## config.mk

```make
export PLATFORM = sky130hd
export DESIGN_NAME = digit_serial_adder
export DESIGN_NICKNAME = d
export VERILOG_FILES = /design/src/rtl/dsa_pkg.sv /design/src/rtl/dsa_digit.sv /design/src/rtl/digit_serial_adder.sv
export SDC_FILE = /design/constraint.sdc
export NUM_CORES = 1
export LEC_CHECK = 0
export ABC_AREA = 1
export BUFFER_PORTS_ARGS = -buffer_cell sky130_fd_sc_hd__buf_2
export CORE_MARGIN = 8
export CORE_UTILIZATION = 55
export DETAILED_ROUTE_END_ITERATION = 12
export GPL_TIMING_DRIVEN = 0
export PLACE_DENSITY_LB_ADDON = 0.08
export SLEW_MARGIN = 20
export SYNTH_ARGS = -nofsm -noshare
export SYNTH_HDL_FRONTEND = slang
export SYNTH_SLANG_ARGS = --single-unit
export TNS_END_PERCENT = 1
```

## constraint.sdc

```tcl
create_clock -name clk -period 2.7 [get_ports clk]
set_clock_uncertainty 0.1 [all_clocks]
set_input_delay 0.27 -clock clk [delete_from_list [all_inputs] [get_ports clk]]
set_output_delay 0.27 -clock clk [all_outputs]
set_load 0.02 [all_outputs]
```

## src/rtl/dsa_pkg.sv

```systemverilog
// Shared types for the digit-serial adder.
// Holds the controller state encoding used by digit_serial_adder.
package dsa_pkg;

    typedef enum logic [1:0] {
        IDLE = 2'd0,
        RUN  = 2'd1,
        DONE = 2'd2
    } dsa_state_t;

endpackage

```

## src/rtl/dsa_digit.sv

```systemverilog
// Combinational DIGIT-bit ripple adder slice.
// Ports: i_a, i_b (DIGIT bits), i_c carry-in;
//        o_sum (DIGIT bits), o_co carry-out, o_cmsb carry into the MSB.
module dsa_digit #(
    parameter int DIGIT = 4
) (
    input  logic [DIGIT-1:0] i_a,
    input  logic [DIGIT-1:0] i_b,
    input  logic             i_c,
    output logic [DIGIT-1:0] o_sum,
    output logic             o_co,
    output logic             o_cmsb
);

    logic [DIGIT:0] w_c;

    always_comb begin
        w_c      = '0;
        o_sum    = '0;
        w_c[0]   = i_c;
        for (int i = 0; i < DIGIT; i++) begin
            o_sum[i]  = i_a[i] ^ i_b[i] ^ w_c[i];
            w_c[i+1]  = (i_a[i] & i_b[i]) | (w_c[i] & (i_a[i] ^ i_b[i]));
        end
    end

    assign o_co   = w_c[DIGIT];
    assign o_cmsb = w_c[DIGIT-1];

endmodule

```

## src/rtl/digit_serial_adder.sv

```systemverilog
// Digit-serial add/subtract: WIDTH-bit operands processed DIGIT bits per
// clock with a valid/ready handshake on both sides.
// Ports: clk, rst (async, active high); in_valid/in_ready, x, y, cin, sub
//        on the input side; out_valid/out_ready, s, cout, ovf on output.
// Option: define DIGIT_SERIAL_ADDER_OVF_EN to compute the signed overflow
//         flag; otherwise ovf is tied to 0.
module digit_serial_adder
    import dsa_pkg::*;
#(
    parameter int WIDTH = 16,
    parameter int DIGIT = 4
) (
    input  logic             clk,
    input  logic             rst,
    input  logic             in_valid,
    output logic             in_ready,
    input  logic [WIDTH-1:0] x,
    input  logic [WIDTH-1:0] y,
    input  logic             cin,
    input  logic             sub,
    output logic             out_valid,
    input  logic             out_ready,
    output logic [WIDTH-1:0] s,
    output logic             cout,
    output logic             ovf
);

    if (DIGIT < 1 || (WIDTH % DIGIT) != 0) begin : g_bad_cfg
        $error("digit_serial_adder: WIDTH must be a multiple of DIGIT >= 1");
    end

    localparam int NDIG  = WIDTH / DIGIT;
    localparam int CNT_W = $clog2(NDIG + 1);

    dsa_state_t       r_state;
    logic [WIDTH-1:0] r_x;
    logic [WIDTH-1:0] r_y;
    logic [WIDTH-1:0] r_s;
    logic             r_c;
    logic [CNT_W-1:0] r_cnt;
    logic             r_in_ready;
    logic             r_out_valid;
    logic             r_cout;

    logic [DIGIT-1:0] w_sum;
    logic             w_co;
    logic             w_last;
    logic [WIDTH-1:0] w_s_next;

`ifdef DIGIT_SERIAL_ADDER_OVF_EN
    logic r_ovf;
    logic w_cmsb;

    dsa_digit #(.DIGIT(DIGIT)) u_digit (
        .i_a    (r_x[DIGIT-1:0]),
        .i_b    (r_y[DIGIT-1:0]),
        .i_c    (r_c),
        .o_sum  (w_sum),
        .o_co   (w_co),
        .o_cmsb (w_cmsb)
    );

    assign ovf = r_ovf;
`else
    logic w_unused_cmsb;

    dsa_digit #(.DIGIT(DIGIT)) u_digit (
        .i_a    (r_x[DIGIT-1:0]),
        .i_b    (r_y[DIGIT-1:0]),
        .i_c    (r_c),
        .o_sum  (w_sum),
        .o_co   (w_co),
        .o_cmsb (w_unused_cmsb)
    );

    assign ovf = 1'b0;
`endif

    // New digit enters at the top so the LSB digit ends up at the bottom
    // after NDIG shifts.
    assign w_s_next = (r_s >> DIGIT) | (WIDTH'(w_sum) << (WIDTH - DIGIT));
    assign w_last   = (r_cnt == CNT_W'(NDIG - 1));

    always_ff @(posedge clk or posedge rst) begin
        if (rst) begin
            r_state     <= IDLE;
            r_x         <= '0;
            r_y         <= '0;
            r_s         <= '0;
            r_c         <= 1'b0;
            r_cnt       <= '0;
            r_in_ready  <= 1'b1;
            r_out_valid <= 1'b0;
            r_cout      <= 1'b0;
`ifdef DIGIT_SERIAL_ADDER_OVF_EN
            r_ovf       <= 1'b0;
`endif
        end else begin
            unique case (r_state)
                IDLE: begin
                    if (in_valid && r_in_ready) begin
                        // Subtract is x + ~y + ~cin through the same adder.
                        r_x        <= x;
                        r_y        <= sub ? ~y : y;
                        r_c        <= cin ^ sub;
                        r_cnt      <= '0;
                        r_in_ready <= 1'b0;
                        r_state    <= RUN;
                    end
                end
                RUN: begin
                    r_x   <= r_x >> DIGIT;
                    r_y   <= r_y >> DIGIT;
                    r_c   <= w_co;
                    r_s   <= w_s_next;
                    r_cnt <= r_cnt + CNT_W'(1);
                    if (w_last) begin
                        r_cout      <= w_co;
`ifdef DIGIT_SERIAL_ADDER_OVF_EN
                        r_ovf       <= w_co ^ w_cmsb;
`endif
                        r_out_valid <= 1'b1;
                        r_state     <= DONE;
                    end
                end
                DONE: begin
                    if (out_ready) begin
                        r_out_valid <= 1'b0;
                        r_in_ready  <= 1'b1;
                        r_state     <= IDLE;
                    end
                end
                default: begin
                    r_out_valid <= 1'b0;
                    r_in_ready  <= 1'b1;
                    r_state     <= IDLE;
                end
            endcase
        end
    end

    assign in_ready  = r_in_ready;
    assign out_valid = r_out_valid;
    assign s         = r_s;
    assign cout      = r_cout;

endmodule

```

Word level (Yosys, flattened, before mapping)

Cells that the tools add are included.

Bits of input ports: 38
Output and inout port bits: 20
Word-level logic and storage cells: 68
Bits in registers: 57

Eq/ne operators: 6
Bitwise gates (word level): 25
Reductions and logical operators: 8
Multiplexer cells: 19
$add $sub $neg: 1

Operators with widths:

| operator            | number |
|---|---|
| $pmux 16 s2         | 2 |
| $mux 16             | 3 |
| $not 16->16         | 1 |
| $or 12x16->16       | 1 |
| $reduce_and 3->1    | 3 |
| $xor 1x1->1         | 9 |
| $and 1x1->1         | 8 |
| $mux 2              | 3 |
| $ne 2x2->1 const B  | 3 |
| $pmux 1 s3          | 2 |
| $pmux 2 s3          | 1 |
| $pmux 3 s2          | 1 |
| $mux 1              | 5 |
| $or 1x1->1          | 4 |
| $reduce_and 2->1    | 2 |
| $add 3x1->3 const B | 1 |
| $eq 3x2->1 const B  | 1 |
| $mux 3              | 1 |
| $eq 2x1->1 const B  | 1 |
| $eq 2x2->1 const B  | 1 |
| $logic_not 2->1     | 1 |
| $not 1->1           | 2 |
| $pmux 1 s2          | 1 |
| $reduce_bool 2->1   | 1 |
| $logic_and 1x1->1   | 1 |

Logic depth before layout (Yosys ltp)

Gate-level depths: netlist of the first run.

Word-level depth: 10
Depth in mapped cells: 9
Depth with buffers taken out: 9

Cells and area by module

From an unflattened synthesis of the first run, not the netlist that was laid out.

Cells, all modules: 383
Area, all modules: 2855.2 um^2

Modules (own cells, without submodules):

| module             | cells an instance | instances | area each (um^2) | sequential area each (um^2) |
|---|---|---|---|---|
| digit_serial_adder | 371               | 1         | 2745.1           | 1427.6 |
| dsa_digit          | 12                | 1         | 110.1            | 0.0 |

Least setup slack after synthesis of the first run

Ideal clock, no wire load.

Path kind: register to register
Start: register r_x[0]
End: register r_s[15] (netlist: s[15])
Stages on the path, launching flop included: 9
Slack: 0.541 ns
Arrival: 1.976 ns
Path buffers: 0
Period minus slack after synthesis: 2.159 ns
Setup time: 0.083 ns
Data required time: 2.517 ns
Cells stage by stage: dfrtp_1 -> fa_1 -> inv_1 -> fa_1 -> inv_1 -> fa_1 -> inv_1 -> fa_1 -> o21ai_0

Word-level cells in the longest chain between the ends: 9
Elaborated cells on any way between the ends: 10
Classes of those cells: bitwise (10)

RTL lines:

| what                     | RTL line                  | text |
|---|---|---|
| start: declaration       | digit_serial_adder.sv:36  | `logic [WIDTH-1:0] r_x;` |
| start signal: assignment | digit_serial_adder.sv:112 | `r_x <= r_x >> DIGIT;` |
| $xor 1x1->1              | dsa_digit.sv:23           | `w_c[i+1] = (i_a[i] & i_b[i]) \| (w_c[i] & (i_a[i] ^ i_b[i]));` |
| $and 1x1->1              | dsa_digit.sv:23           |  |
| $or 1x1->1 *             | dsa_digit.sv:23           |  |
| $and 1x1->1 *            | dsa_digit.sv:23           |  |
| $or 1x1->1 *             | dsa_digit.sv:23           |  |
| $and 1x1->1 *            | dsa_digit.sv:23           |  |
| $or 1x1->1 *             | dsa_digit.sv:23           |  |
| $xor 1x1->1 *            | dsa_digit.sv:22           | `o_sum[i] = i_a[i] ^ i_b[i] ^ w_c[i];` |
| $or 12x16->16 *          | digit_serial_adder.sv:81  | `assign w_s_next = (r_s >> DIGIT) \| (WIDTH'(w_sum) << (WIDTH - DIGIT));` |
| end signal: assignment   | digit_serial_adder.sv:115 | `r_s <= w_s_next;` |
| end: declaration         | digit_serial_adder.sv:38  | `logic [WIDTH-1:0] r_s;` |

Every way passes the cells marked *; elsewhere a longest branch is shown, timed or not.
A chain may end at the register's enable or synchronous reset.

Worst setup path in the final report of the first run

Same ends and word-level chain as after synthesis.

==> results of run 1 <==
[synth_stat cells]
cell type | n | area [sq um]
buf_2 | 15 | 75.1
nand4_1 | 2 | 12.5
fa_1 | 4 | 80.1
ha_1 | 2 | 25.0
nand2_1 | 172 | 646
buf_6 | 1 | 11.3
nand3_1 | 60 | 300
nand2_4 | 1 | 11.3
a21oi_1 | 1 | 5.00
o21ai_1 | 4 | 20.0
nor2_1 | 4 | 15.0
nand3_2 | 1 | 10.0
inv_1 | 33 | 124
inv_2 | 2 | 7.51
dfrtp_1 | 56 | 1400
o21ai_0 | 9 | 45.0
clkbuf_1 | 2 | 7.51
buf_4 | 4 | 30.0
xor2_1 | 2 | 17.5
conb_1 | 1 | 3.75
or2_0 | 1 | 6.26
dfstp_2 | 1 | 26.3
[power by group through the flow]
| stage | Clock (mW) | Sequential [mW] | Combinational (mW) |
|---|---|---|---|
| finish | 0.840 | 1.44 | 1.73 |
| global route | 0.890 | 1.49 | 1.98 |
| CTS | 0.854 | 1.44 | 1.75 |
| detailed placement | 0 | 1.46 | 1.74 |
| global placement | 0 | 1.44 | 1.68 |
| floorplan | 0 | 1.55 | 1.09 |
[sequential cells by signal (all words and copies together), names as in the netlist, 2 cells and up]
signal,cells
r_x,16
r_y,16
s,16
r_cnt,3
r_state,2
[worst max-delay path by stage]
stage	startpoint	to	slack, ns
2_1_floorplan	r_x[0]$_DFFE_PP0P_	s[15]$_DFFE_PP0P_	0.54
3_3_place_gp	rst	r_x[11]$_DFFE_PP0P_	0.24
3_5_place_dp	r_x[0]$_DFFE_PP0P_	s[15]$_DFFE_PP0P_	0.34
4_1_cts	r_x[0]$_DFFE_PP0P_	s[15]$_DFFE_PP0P_	0.35
5_1_grt	r_x[0]$_DFFE_PP0P_	s[15]$_DFFE_PP0P_	0.28
6_report	r_x[0]$_DFFE_PP0P_	s[15]$_DFFE_PP0P_	0.37
[kinds of logic (layout without fill, tap and decap cells)]
group	after synthesis	after routing	synth area share [%]
and+or+nand+nor	241	241	34.8
DFF	57	57	49.6
buffers and inverters	57	129	8.86
AOI/OAI and AO/OA	14	14	2.43
adders and majority gates	6	6	3.65
xor gates and xnor gates	2	2	0.608
other	1	1	0.130
[through the flow]
stage | cells | utilization (%)
floorplan | 378 | -
global route | 520 | 68.4
global placement | 503 | 63.9
detailed placement | 503 | 64.0
CTS | 520 | 68.4
finish | 520 | 68.4
[cell type report]
class	instances	area, sq um	share of cell area (%)
sequential	57	1430	41.1
tap	70	87.6	2.52
timing repair buffer	56	285	8.22
clock inverter	4	50.0	1.44
multi-input combinational	264	1200	34.5
buffer	22	124	3.57
inverter	35	134	3.86
clock buffer	12	165	4.76
[worst register-to-register path, cell delays in order (launching register included)]
cell	delay, ns
dfrtp_1	0.40
fa_1	0.42
inv_1	0.07
fa_1	0.16
inv_1	0.05
fa_1	0.35
inv_1	0.08
fa_1	0.42
o21ai_0	0.20
[layout by cell type (no fill, tap or decap), drive strengths merged]
cell type,Yosys,final
buf,20,75
bufinv,0,1
dfrtp,56,56
a21oi,1,1
nand4,2,2
nand3,61,61
dfstp,1,1
nand2,173,173
xor2,2,2
inv,35,35
dlygate4sd3,0,1
ha,2,2
conb,1,1
fa,4,4
clkbuf,2,14
clkinvlp,0,2
or2,1,1
clkinv,0,1
o21ai,13,13
nor2,4,4
[metal layers]
| metal | track usage, % | vias up | wire, um |
|---|---|---|---|
| met5 | 0 | - | 0 |
| met4 | 9.22 | 0 | 114 |
| met3 | 3.99 | 13 | 429 |
| met2 | 31.8 | 76 | 3390 |
| met1 | 24.8 | 1201 | 3030 |
| li1 | - | 1301 | - |
==> flow_summary.toml, run 1 <==
[worst_setup_path]
critPathMaxFanout = 2
critical_path.cell_chain = "fa_1 -> inv_1 -> fa_1 -> inv_1 -> fa_1 -> inv_1 -> fa_1 -> o21ai_0"
critical-path-max-stage-delay_ns = 0.42
cp_common_cell = "fa_1"
path_delay_family = "adder cells"
path_class = "reg -> reg"
crit_slowest_cell = "fa_1"
startpoint_type = "flop"
cp.arrival_ns = 2.47
reg2reg_depth = 8
rrSetupSlack_ns = 0.37
worstPathRequired_ns = 2.84
regToRegStartpoint = "r_x[0]$_DFFE_PP0P_"
crit_path_end_kind = "flop"
crit_buf_inv = 3
r2r-end = "s[15]$_DFFE_PP0P_"
critical_path_depth = 8

[global_route]
grt-ovfl-total = 0
grt_pass1_vias = 2593
grt_usage_pct = 19.7
grt_pass1_wl_um = 11800
antenna_found_initial = 0
grt_max_degree = 58

[floorplan]
die_width_um = 88.4
start_util_pct = 56.8
fp-row-count = 26
ioPinCount = 58
die_area_sq_um = 7810
die_y_um = 88.4
core_sq_um = 5070

[logic_synthesis]
synth_area_sq_um = 2880
ys_seq_elements = 57
synthCells = 378
ys_seq_area_share_pct = 49.6
avgSynthCellArea_sq_um = 7.62
synth_nets = 422
yosysWarnings = 0
ys_types = 22

[placement]
port_buffers = 55
gp_congestion = 0.844
dp_hpwl_um = 5020
placed_cell_area_sq_um = 3250
place_ws_ns = 0.341

[clocking]
root_buffer = "clkbuf_8"
clk_latency_ns = 0.33
cts_num_sinks = 57
htree_levels = 3
post_cts_buffers = 0
clkSlewWorstSetupHoldPaths_ns = 0.07
holdBufCountCts = 1
cts_tree = "done"
clockBufferDepth = 2
post_cts_resized = 0
numCtsBuffers = 9

[power_and_ir_drop]
irDropWorstVdd_v = 0.000525
p_sw_mw = 1.70
power_frac_seq_pct = 36.0
power.share.switching_pct = 42.4
powerDensity_nw_per_um2 = 1160
p_comb_share_pct = 43.1
p_int_mw = 2.31
leakagePower_nw = 2.01
p_clk_share_pct = 20.9
power_mw = 4.01

[finish]
areaGrowthSynthToFinish_pct = 20.5
fillers = 501
drive_gt1_share_pct = 21.6
n_antenna_cell = 0
final_area_sq_um = 3470
final_nets = 489

[routing]
drt_wl_total_um = 6960
drcViolationCount = 0
drt_iter0_markers = 145
drtPass1Iterations = 5
num_vias = 2591
antenna_left = 0
via_per_inst = 4.98
wire_per_inst_um = 13.4

[timing]
finalSetupViolations = 0
tightest_slew_ns = 0.699
grt_setup_unrepaired = "no"
fmax_mhz = 430
setup-tns-final_ns = 0
holdWs_ns = 0.0347
finalCritPeriodShare_pct = 86.2
hold_viol = 0
finalWorstSetupSlack_ns = 0.374
drv_slew = 0
period_needed_ns = 2.33
relSlewSlack_pct = 53.4

[worst_hold_path]
hold_path_class = "in -> reg"
min_from = "x[14]"
hold_path_end = "r_x[14]$_DFFE_PP0P_"
min_path_cells = 3

[job]
drv_cap = 0

[run_status]
status = "complete, no violations"
(Power assumes the default switching activity.)
==> run 2: changes to the inputs <==
==> constraint.sdc (replaced) <==
create_clock -name clk -period 2.7 [get_ports clk]
set_clock_uncertainty 0.1 [all_clocks]
set_input_delay 0.405 -clock clk [delete_from_list [all_inputs] [get_ports clk]]
set_output_delay 0.405 -clock clk [all_outputs]
set_load 0.02 [all_outputs]
==> flow_summary.toml, run 2 (same netlist as run 1, synthesis figures left out) <==
[run_status]
status = "complete, no violations"

[routing]
drtPass1Iterations = 4
drt_wl_total_um = 6950
drcViolationCount = 0
drt_iter0_markers = 166
wire_per_inst_um = 13.4
antenna_left = 0
via_per_inst = 4.93
num_vias = 2557

[floorplan]
die_area_sq_um = 7810
ioPinCount = 58
die_y_um = 88.4
start_util_pct = 56.8
die_width_um = 88.4
fp-row-count = 26
core_sq_um = 5070

[power_and_ir_drop]
power_frac_seq_pct = 36.0
irDropWorstVdd_v = 0.000525
p_comb_share_pct = 43.1
leakagePower_nw = 2.00
p_sw_mw = 1.70
powerDensity_nw_per_um2 = 1160
p_int_mw = 2.31
power.share.switching_pct = 42.4
p_clk_share_pct = 20.9

[finish]
n_antenna_cell = 0
final_common_cell = "nand2_1"
final_nets = 488
fillers = 502
utilization_pct = 68.2
drive_gt1_share_pct = 21.6
final_cell_mix = "nand2_1, buf_2, nand3_1, dfrtp_1, inv_1"
areaGrowthSynthToFinish_pct = 20.2

[placement]
port_buffers = 55
dp_hpwl_um = 5020
gp_congestion = 0.844
place_ws_ns = 0.341

[clocking]
cts_tree = "done"
clk_latency_ns = 0.33
htree_levels = 3
clockBufferDepth = 2
cts_num_sinks = 57
post_cts_resized = 0
holdBufCountCts = 0
numCtsBuffers = 9
post_cts_buffers = 0
clkSlewWorstSetupHoldPaths_ns = 0.07
root_buffer = "clkbuf_8"

[timing]
holdWs_ns = 0.0878
finalCritPeriodShare_pct = 86.0
relSlewSlack_pct = 53.0
drv_slew = 0
period_needed_ns = 2.32
setup-tns-final_ns = 0
finalWorstSetupSlack_ns = 0.377
tightest_slew_ns = 0.704
hold_viol = 0
finalSetupViolations = 0
fmax_mhz = 430
grt_setup_unrepaired = "no"

[global_route]
grt-ovfl-total = 0
grt_pass1_vias = 2604
grt_pass1_wl_um = 11700
grt_usage_pct = 19.6
antenna_found_initial = 0
grt_max_degree = 58

[worst_hold_path]
hold_path_class = "in -> async"

[worst_setup_path]
cp.arrival_ns = 2.46
crit_path_end_kind = "flop"
worstPathRequired_ns = 2.84
startpoint_type = "flop"
critPathMaxFanout = 2
path_class = "reg -> reg"

[job]
drv_cap = 0
[run 2: changes by cell type in the layout (fill, tap and decap cells not counted)]
cell,change
dlygate4sd3_1,-1
[run 2: path summary, 6_finish.rpt]
path	cells after the start	endpoint	from	slack, ns
max reg2reg	8	s[15]$_DFFE_PP0P_	r_x[0]$_DFFE_PP0P_	0.38
max	8	s[15]$_DFFE_PP0P_	r_x[0]$_DFFE_PP0P_	0.38
min reg2reg	2	s[2]$_DFFE_PP0P_	s[2]$_DFFE_PP0P_	0.38
min	2	s[15]$_DFFE_PP0P_	rst	0.09
min in group clk	3	r_x[14]$_DFFE_PP0P_	x[14]	0.17
max in group asynchronous	2	r_y[11]$_DFFE_PP0P_	rst	1.93
[run 2: critical path, cell delays in order (launching register included)]
cell and delay [ns]:
dfrtp_1 0.40, fa_1 0.42, inv_1 0.07, fa_1 0.16, inv_1 0.05, fa_1 0.35, inv_1 0.08, fa_1 0.42
o21ai_0 0.20
[run 2: metrics by stage]
stage          std cells  cell area, sq um  power [mW]
2_1_floorplan        378              2880        2.65
3_3_place_gp         503              3240        3.11
3_5_place_dp         503              3250        3.19
4_1_cts              519              3460        4.05
5_1_grt              519              3460        4.35
6_report             519              3460        4.01
[run 2: area by class of cell]
type | instances | area, sq um | share of cell area [%]
Timing Repair Buffer | 55 | 275 | 7.95
Clock buffer | 12 | 165 | 4.77
Inverter | 35 | 134 | 3.87
Buffer | 22 | 124 | 3.58
Clock inverter | 4 | 50.0 | 1.45
Tap cell | 70 | 87.6 | 2.53
Multi-Input combinational cell | 264 | 1200 | 34.6
Sequential cell | 57 | 1430 | 41.3
[run 2: power by group through the flow]
stage / clock network [mW] / logic (mW) / registers, mW
after detailed placement: 0 / 1.74 / 1.46
final: 0.839 / 1.73 / 1.44
after global placement: 0 / 1.68 / 1.44
after CTS: 0.854 / 1.75 / 1.44
after global routing: 0.890 / 1.97 / 1.49
after floorplan: 0 / 1.09 / 1.55
[run 2: routing by layer]
metal	vias to the layer above	share of wire (%)	track usage, %
li1	1303	-	-
met1	1178	43	24.0
met2	67	50	32.4
met3	9	6.1	3.99
met4	0	1.5	9.22
met5	-	0	0
==> run 3: changes to the inputs <==
ABC_AREA = 0   (was 1)
CORE_UTILIZATION = 53   (was 55)
==> flow_summary.toml, run 3 <==
[finish]
drive_gt1_share_pct = 28.0
final_common_cell = "buf_2"
n_antenna_cell = 0
final_nets = 357
fillers = 398
areaGrowthSynthToFinish_pct = 21.4
final_cell_mix = "buf_2, dfrtp_1, nand2_1, inv_1"
fin_cells = 385

[power_and_ir_drop]
irDropWorstVdd_v = 0.000471
power.share.switching_pct = 36.7
leakagePower_nw = 1.63
p_int_mw = 2.18
p_comb_share_pct = 36.3
p_sw_mw = 1.27
p_clk_share_pct = 21.9
powerDensity_nw_per_um2 = 1090
power_frac_seq_pct = 41.9

[logic_synthesis]
synth_top_area_share_pct = 54.0
synthCells = 247
yosysWarnings = 0
avgSynthCellArea_sq_um = 10.5
ys_async_sr_fraction_pct = 100
synth_nets = 291
synth_edf_count = 0
ys_seq_elements = 57
ys_top_cells_by_area = "dfrtp_1, nand2_1, a221o_1"
synth_commonest_cells = "dfrtp_1, nand2_1, inv_1"
yosysTopAreaCell = "dfrtp_1"
synth_most_common_cell = "dfrtp_1"
ys.flop_type = "dfrtp_1"
ys_seq_area_share_pct = 55.0
synth_area_sq_um = 2590
ys_types = 32

[floorplan]
start_util_pct = 54.9
die_area_sq_um = 7390
ioPinCount = 58
die_y_um = 86.0
die_width_um = 86.0
core_sq_um = 4720
fp-row-count = 25

[worst_setup_path]
regToRegStartpoint = "r_x[0]$_DFFE_PP0P_"
rrSetupSlack_ns = 0.42
critPathMaxFanout = 2
endpoint = "r_c$_DFFE_PP0P_"
path_class = "reg -> reg"
r2r-end = "r_c$_DFFE_PP0P_"
crit_path_start = "r_x[0]$_DFFE_PP0P_"
startpoint_type = "flop"
crit_path_end_kind = "flop"
reg2reg_depth = 9
cp.arrival_ns = 2.39
worstPathRequired_ns = 2.82

[clocking]
numCtsBuffers = 9
clkSlewWorstSetupHoldPaths_ns = 0.06
cts_tree = "done"
root_buffer = "clkbuf_8"
post_cts_resized = 0
clk_latency_ns = 0.33
cts_num_sinks = 57
clockBufferDepth = 2
htree_levels = 3
holdBufCountCts = 0
post_cts_buffers = 0

[worst_hold_path]
hold_path_class = "in -> async"

[routing]
drt_wl_total_um = 5670
num_vias = 1944
wire_per_inst_um = 14.7
drtPass1Iterations = 4
drt_iter0_markers = 64
drcViolationCount = 0
antenna_left = 0
via_per_inst = 5.05

[run_status]
status = "complete, no violations"

[timing]
grt_setup_unrepaired = "no"
relSlewSlack_pct = 54.4
setup-tns-final_ns = 0
period_needed_ns = 2.28
tightest_slew_ns = 0.684
finalSetupViolations = 0
hold_viol = 0
drv_slew = 0
finalWorstSetupSlack_ns = 0.422
finalCritPeriodShare_pct = 84.4
fmax_mhz = 439

[global_route]
grt-ovfl-total = 0
grt_usage_pct = 17.3
grt_pass1_vias = 2099
grt_pass1_wl_um = 9900
antenna_found_initial = 0
grt_max_degree = 58

[placement]
place_ws_ns = 0.416
port_buffers = 55
dp_hpwl_um = 4010
place_inst = 369
gp_congestion = 0.792

[job]
drv_cap = 0
-- run 3: cell types whose count changed after synthesis, moves of 8 or more --
cell | before | now
a21oi_1 | 1 | 14
a221o_1 | 0 | 11
a22o_1 | 0 | 8
inv_1 | 33 | 20
nand2_1 | 172 | 47
nand3_1 | 60 | 0
nor2_1 | 4 | 14
o22ai_1 | 0 | 13
xnor2_1 | 0 | 12
-- run 3: metal layers --
metal	vias up	GRT usage (%)	routed length (um)
met5	-	0	0
met4	0	9.55	114
met2	52	26.7	2590
met3	9	4.20	283
met1	921	21.6	2670
li1	962	-	-
-- run 3: metrics by stage --
stage | area (sq um) | hold slack (ns) | util [%] | total power [mW]
final | 3150 | 0.0968 | 66.6 | 3.45
after global placement | 2950 | 0.354 | 62.5 | 2.68
after global routing | 3150 | 0.155 | 66.6 | 3.73
after CTS | 3150 | 0.109 | 66.6 | 3.49
after floorplan | 2590 | 0.357 | - | 2.32
after detailed placement | 2960 | 0.359 | 62.6 | 2.72
-- run 3: kinds of logic (layout without fill, tap and decap cells) --
family,Yosys count,in the layout,synth area share (%)
other cells,1,1,0.145
buf+inv,38,109,7.62
mux,1,1,0.386
flops,57,57,55.0
simple gates,69,69,11.5
xor+xnor,17,17,5.74
compound gates,58,58,15.5
fa+ha+maj,6,6,4.05
-- run 3: cell type report --
cell class	count	area (sq um)	share of cell area, %
Tap cell	67	83.8	2.66
Multi-Input combinational cell	152	968	30.8
Buffer	18	123	3.90
Clock buffer	14	183	5.80
Inverter	20	77.6	2.46
Timing Repair Buffer	55	275	8.74
Sequential cell	57	1430	45.3
Clock inverter	2	10.0	0.318
-- run 3: worst min-delay path by stage --
stage	startpoint	end	slack [ns]	depth (start not counted)
floorplan	r_cnt[0]$_DFFE_PP0P_	r_cnt[0]$_DFFE_PP0P_	0.36	1
global placement	s[3]$_DFFE_PP0P_	s[3]$_DFFE_PP0P_	0.35	2
detailed placement	s[2]$_DFFE_PP0P_	s[2]$_DFFE_PP0P_	0.36	2
CTS	rst	s[3]$_DFFE_PP0P_	0.11	2
global route	rst	s[3]$_DFFE_PP0P_	0.16	2
finish	rst	s[3]$_DFFE_PP0P_	0.1	2
-- run 3: critical path, cell delays in order (launching register included) --
cell	delay (ns)
dfrtp_1	0.40
fa_1	0.42
inv_1	0.08
fa_1	0.16
inv_1	0.05
fa_1	0.35
inv_1	0.07
fa_1	0.20
nor2_1	0.07
a221o_1	0.25
-- run 3: power by group through the flow --
stage / clock network [mW] / logic, mW / registers [mW]
after floorplan: 0 / 0.759 / 1.56
after global placement: 0 / 1.23 / 1.45
after detailed placement: 0 / 1.27 / 1.45
after CTS: 0.769 / 1.28 / 1.44
after global routing: 0.796 / 1.44 / 1.50
final: 0.753 / 1.25 / 1.44
